File: src/rtl/usb_rx_timer.sv
// USB full-speed RX bit timer: recovers 12 Mb/s bit timing (8/8/9-cycle periods) from clk.
// Optional build macro USB_RX_RESYNC_EN realigns the bit phase on every d_edge in RUN.
module usb_rx_timer #(
  parameter int unsigned SAMPLE_PT     = 3,
  parameter int unsigned BITS_PER_BYTE = 8
) (
  input  logic       clk,
  input  logic       n_rst,
  input  logic       rcving,
  input  logic       d_edge,
  input  logic       stuff_bit,
  output logic       sample_tick,
  output logic       shift_enable,
  output logic [3:0] bit_cnt,
  output logic       byte_almost_received,
  output logic       byte_received
);

  localparam int unsigned PH_W  = 4;
  localparam int unsigned IDX_W = 2;
  localparam int unsigned CNT_W = 4;

  typedef enum logic [1:0] {
    IDLE = 2'd0,
    ARM  = 2'd1,
    RUN  = 2'd2
  } state_t;

  state_t             state;
  state_t             state_nxt;
  logic [PH_W-1:0]    phase_cnt;
  logic [PH_W-1:0]    phase_nxt;
  logic [PH_W-1:0]    phase_last;
  logic [IDX_W-1:0]   period_idx;
  logic [IDX_W-1:0]   period_nxt;
  logic [CNT_W-1:0]   bit_cnt_nxt;
  logic               byte_received_nxt;
  logic               resync;

`ifdef USB_RX_RESYNC_EN
  assign resync = d_edge;
`else
  assign resync = 1'b0;
`endif

  // State and counter registers
  always_ff @(posedge clk or negedge n_rst) begin
    if (!n_rst) begin
      state         <= IDLE;
      phase_cnt     <= '0;
      period_idx    <= '0;
      bit_cnt       <= '0;
      byte_received <= 1'b0;
    end else begin
      state         <= state_nxt;
      phase_cnt     <= phase_nxt;
      period_idx    <= period_nxt;
      bit_cnt       <= bit_cnt_nxt;
      byte_received <= byte_received_nxt;
    end
  end

  // Next-state, counter update and strobe decode
  always_comb begin
    state_nxt            = state;
    phase_nxt            = phase_cnt;
    period_nxt           = period_idx;
    bit_cnt_nxt          = bit_cnt;
    byte_received_nxt    = 1'b0;
    sample_tick          = 1'b0;
    shift_enable         = 1'b0;
    byte_almost_received = 1'b0;
    phase_last           = (period_idx == IDX_W'(2)) ? PH_W'(8) : PH_W'(7);

    case (state)
      IDLE: begin
        phase_nxt   = '0;
        period_nxt  = '0;
        bit_cnt_nxt = '0;
        if (rcving) state_nxt = ARM;
      end

      ARM: begin
        phase_nxt   = '0;
        period_nxt  = '0;
        bit_cnt_nxt = '0;
        if (!rcving)     state_nxt = IDLE;
        else if (d_edge) state_nxt = RUN;
      end

      RUN: begin
        sample_tick          = (phase_cnt == PH_W'(SAMPLE_PT));
        shift_enable         = sample_tick && !stuff_bit;
        byte_almost_received = (bit_cnt == CNT_W'(BITS_PER_BYTE - 1));
        if (!rcving) begin
          // Abort discards the partial byte
          state_nxt   = IDLE;
          phase_nxt   = '0;
          period_nxt  = '0;
          bit_cnt_nxt = '0;
        end else begin
          if (resync) begin
            phase_nxt = '0;
          end else if (phase_cnt == phase_last) begin
            phase_nxt  = '0;
            period_nxt = (period_idx == IDX_W'(2)) ? '0 : period_idx + IDX_W'(1);
          end else begin
            phase_nxt = phase_cnt + PH_W'(1);
          end

          if (shift_enable) begin
            if (byte_almost_received) begin
              bit_cnt_nxt       = '0;
              byte_received_nxt = 1'b1;
            end else begin
              bit_cnt_nxt = bit_cnt + CNT_W'(1);
            end
          end
        end
      end

      default: begin
        state_nxt   = IDLE;
        phase_nxt   = '0;
        period_nxt  = '0;
        bit_cnt_nxt = '0;
      end
    endcase
  end

endmodule

File: config.mk
export PLATFORM = sky130hd
export DESIGN_NAME = usb_rx_timer
export DESIGN_NICKNAME = d
export VERILOG_FILES = /design/src/rtl/usb_rx_timer.sv
export SDC_FILE = /design/constraint.sdc
export NUM_CORES = 1
export LEC_CHECK = 0
export CORE_MARGIN = 1.5
export CORE_UTILIZATION = 49
export DETAILED_ROUTE_END_ITERATION = 8
export HOLD_SLACK_MARGIN = 0.06
export PLACE_DENSITY = 0.76
export SLEW_MARGIN = 0
export SYNTH_ARGS = -nofsm -noshare
export SYNTH_HDL_FRONTEND = slang
export SYNTH_SLANG_ARGS = --single-unit
File: constraint.sdc
create_clock -name clk -period 2.4 [get_ports clk]
set_input_delay 0.72 -clock clk [delete_from_list [all_inputs] [get_ports clk]]
set_output_delay 0.72 -clock clk [all_outputs]
set_load 0.01 [all_outputs]
==> results.yml, run 1 <==
routing:
  avgRoutedWirePerCell_um: 15.0
  vias: 607
  routed_wl_um: 1550
  drc: 0
  drtIter0Drc: 18
  firstDrtPassIters: 4
  viasPerCell: 5.89
  ant_nets: 0
synthesis:
  synth_edf_count: 0
  syn_nets: 74
  syn_area_per_cell_um2: 10.2
  synth_seq_cells: 13
  async_flop_share: 1.00
  ys.flop_type: "dfrtp_1"
  ys_types: 32
  syn_area_um2: 686
  yosys_warnings: 0
  seq_area_frac_synth: 0.474
  syn_inst: 67
cts:
  clockBufferDepth: 2
  cts_sinks: 13
  cts_tree: "yes"
  clk_pin_slew_ns: 0.08
  cts_root_buffer: "clkbuf_4"
  cts_hold_buf: 0
  clk_latency_ns: 0.27
  cts_buffers: 3
  htree_num_levels: 1
pwr:
  internal_power_mw: 0.297
  power_density_nw_per_um2: 427
  swShare: 0.218
  clkPwrFrac: 0.353
  power_frac_comb: 0.056
  power_leakage_nw: 0.396
  seqPwrFrac: 0.591
  p_total_mw: 0.380
  power_switching_mw: 0.0827
  ir_drop_uv: 258
final_layout:
  design_area_um2: 890
  layout_common_cells: "dfrtp_1, clkdlybuf4s50_1, buf_4"
  nets: 96
  final_layout_size_suffix_gt1_frac: 0.170
  final_common_cell: "dfrtp_1"
  area_delta_synth_final_pct: 29.7
  diodes: 0
  fin_util: 0.684
floorplanning:
  core_area_um2: 1300
  die_h_um: 40.4
  rows: 13
  pin_count: 13
  die_width_um: 40.4
  dieArea_um2: 1630
  start_util: 0.527
worst_setup_path:
  cp_slowest_cell: "or4b_4"
  worstSetupPathType: "input pin to primary output"
  r2r-end: "bit_cnt[3]"
  reg2reg_from: "phase_cnt[0]"
  arrival_ns: 1.65
  critical_path.max_fanout: 2
  path_cells: "clkdlybuf4s15_1 -> or4b_4 -> nor2_1 -> buf_2"
  critPathCaptureType: "primary output"
  cp-start-kind: "input pin"
  crit_required_ns: 1.68
  reg2reg_slack_ns: 0.50
  r2r_cells: 5
  max_stage_delay_ns: 0.52
min_path:
  hold_path_end: "bit_cnt[3]"
  hold_path.class: "register to register"
  hold_depth: 2
  worstHoldStart: "bit_cnt[3]"
global_route:
  grt_antenna_before_repair: 0
  grtUsageTotal: 0.227
  gr-total-overflow: 0
  grt_max_degree: 14
  grt_first_pass_wirelength_um: 2380
  first_global_vias: 539
placement:
  placed_area_um2: 843
  io_buffers: 12
  routabilityCongestion: 0.748
  place_hpwl_um: 1070
job:
  cap_violations: 0
sta:
  hold_viol_final: 0
  setup_tns_ns: 0
  maxSlewHeadroom: 0.617
  post-route-period-util: 0.986
  fin_skew_ns: 0.00178
  max_freq_mhz: 423
  rsz0062_at_grt: "false"
  min_period_ns: 2.37
  tightest_slew_ns: 0.573
  slew_violations: 0
  setup_viol: 0
status:
  status: "complete, no violations"
[area by class of cell]
type,instances,area (um^2)
timing repair buffer,20,176
multi-input combinational,49,335
tap,15,18.8
clock buffer,4,26.3
sequential,13,325
inverter,2,7.51
fill,121,412
[timing repair]
item,CTS,global route
setup endpoints to repair,3,1
buffers inserted,1,1
endpoints found under the hold margin,0,0
gates resized for setup,8,2
pin swaps,2,0
[power by group through the flow]
| stage | clock (mW) | sequential (mW) | combinational (mW) |
|---|---|---|---|
| after global placement | 0 | 0.229 | 0.0217 |
| after detailed placement | 0 | 0.229 | 0.0218 |
| after floorplan | 0 | 0.229 | 0.00705 |
| after global routing | 0.151 | 0.225 | 0.0242 |
| final | 0.134 | 0.225 | 0.0213 |
| after CTS | 0.139 | 0.225 | 0.0217 |
[cell usage after synthesis (all sizes together) (2+ instances only)]
| master | instances | share of area |
|---|---|---|
| a211oi | 2 | 0.022 |
| a21oi | 5 | 0.036 |
| and2 | 2 | 0.018 |
| and3b | 2 | 0.026 |
| buf | 2 | 0.033 |
| dfrtp | 13 | 0.47 |
| ha | 2 | 0.036 |
| inv | 2 | 0.011 |
| nand2 | 3 | 0.016 |
| nand2b | 2 | 0.018 |
| nand3 | 2 | 0.015 |
| nand3b | 2 | 0.022 |
| nor2 | 5 | 0.027 |
| nor3 | 2 | 0.015 |
| o21ai | 4 | 0.029 |
| or4 | 2 | 0.022 |
| or4b | 2 | 0.035 |
[state kept, by name, indices dropped and copies added (netlist names)]
signal         cells
byte_received      1
phase_cnt          4
bit_cnt            4
state              2
period_idx         2
[routing by layer]
metal / track usage / vias up / wire length [um]
li1: - / 292 / -
met4: 0.125 / 0 / 16
met3: 0.0333 / 2 / 63
met5: 0 / - / 0
met2: 0.369 / 18 / 790
met1: 0.284 / 295 / 677
[cell families after synthesis]
group	Yosys count	share of synthesized area
compound gates	16	0.146
flops	13	0.474
mux	1	0.0146
simple gates	29	0.266
buf+inv	5	0.0493
xor+xnor	1	0.0128
fa+ha+maj	2	0.0365
[worst max-delay path: cells and delay by family]
family,cells,cell delay [ns]
buffers and inverters,2,0.29
AND/OR/NAND/NOR,2,0.63
[worst max path at each step]
stage,cells past startpoint,slack [ns],endpoint,startpoint
global route,4,0.01,shift_enable,stuff_bit
global placement,4,-0.59,shift_enable,stuff_bit
CTS,4,0.001,byte_almost_received,bit_cnt[1]
floorplan,3,0.19,shift_enable,stuff_bit
detailed placement,4,-0.57,shift_enable,stuff_bit
finish,4,0.03,shift_enable,stuff_bit
[per-stage QoR]
step	hold WS (ns)	setup WS, ns	instances
final	0.593	0.0344	103
after global routing	0.634	0.0102	103
after CTS	0.590	0.00134	102
after detailed placement	0.575	-0.573	97
after global placement	0.570	-0.588	97
after floorplan	0.424	0.187	67
Note: power is estimated with default switching activity, not from simulation.
==> run 2, diff against run 1 <==
Settings changed: SLEW_MARGIN 0 to 5.
==> results of run 2 <==
Same layout as run 1: the final DEF is identical, and so are final timing and power.
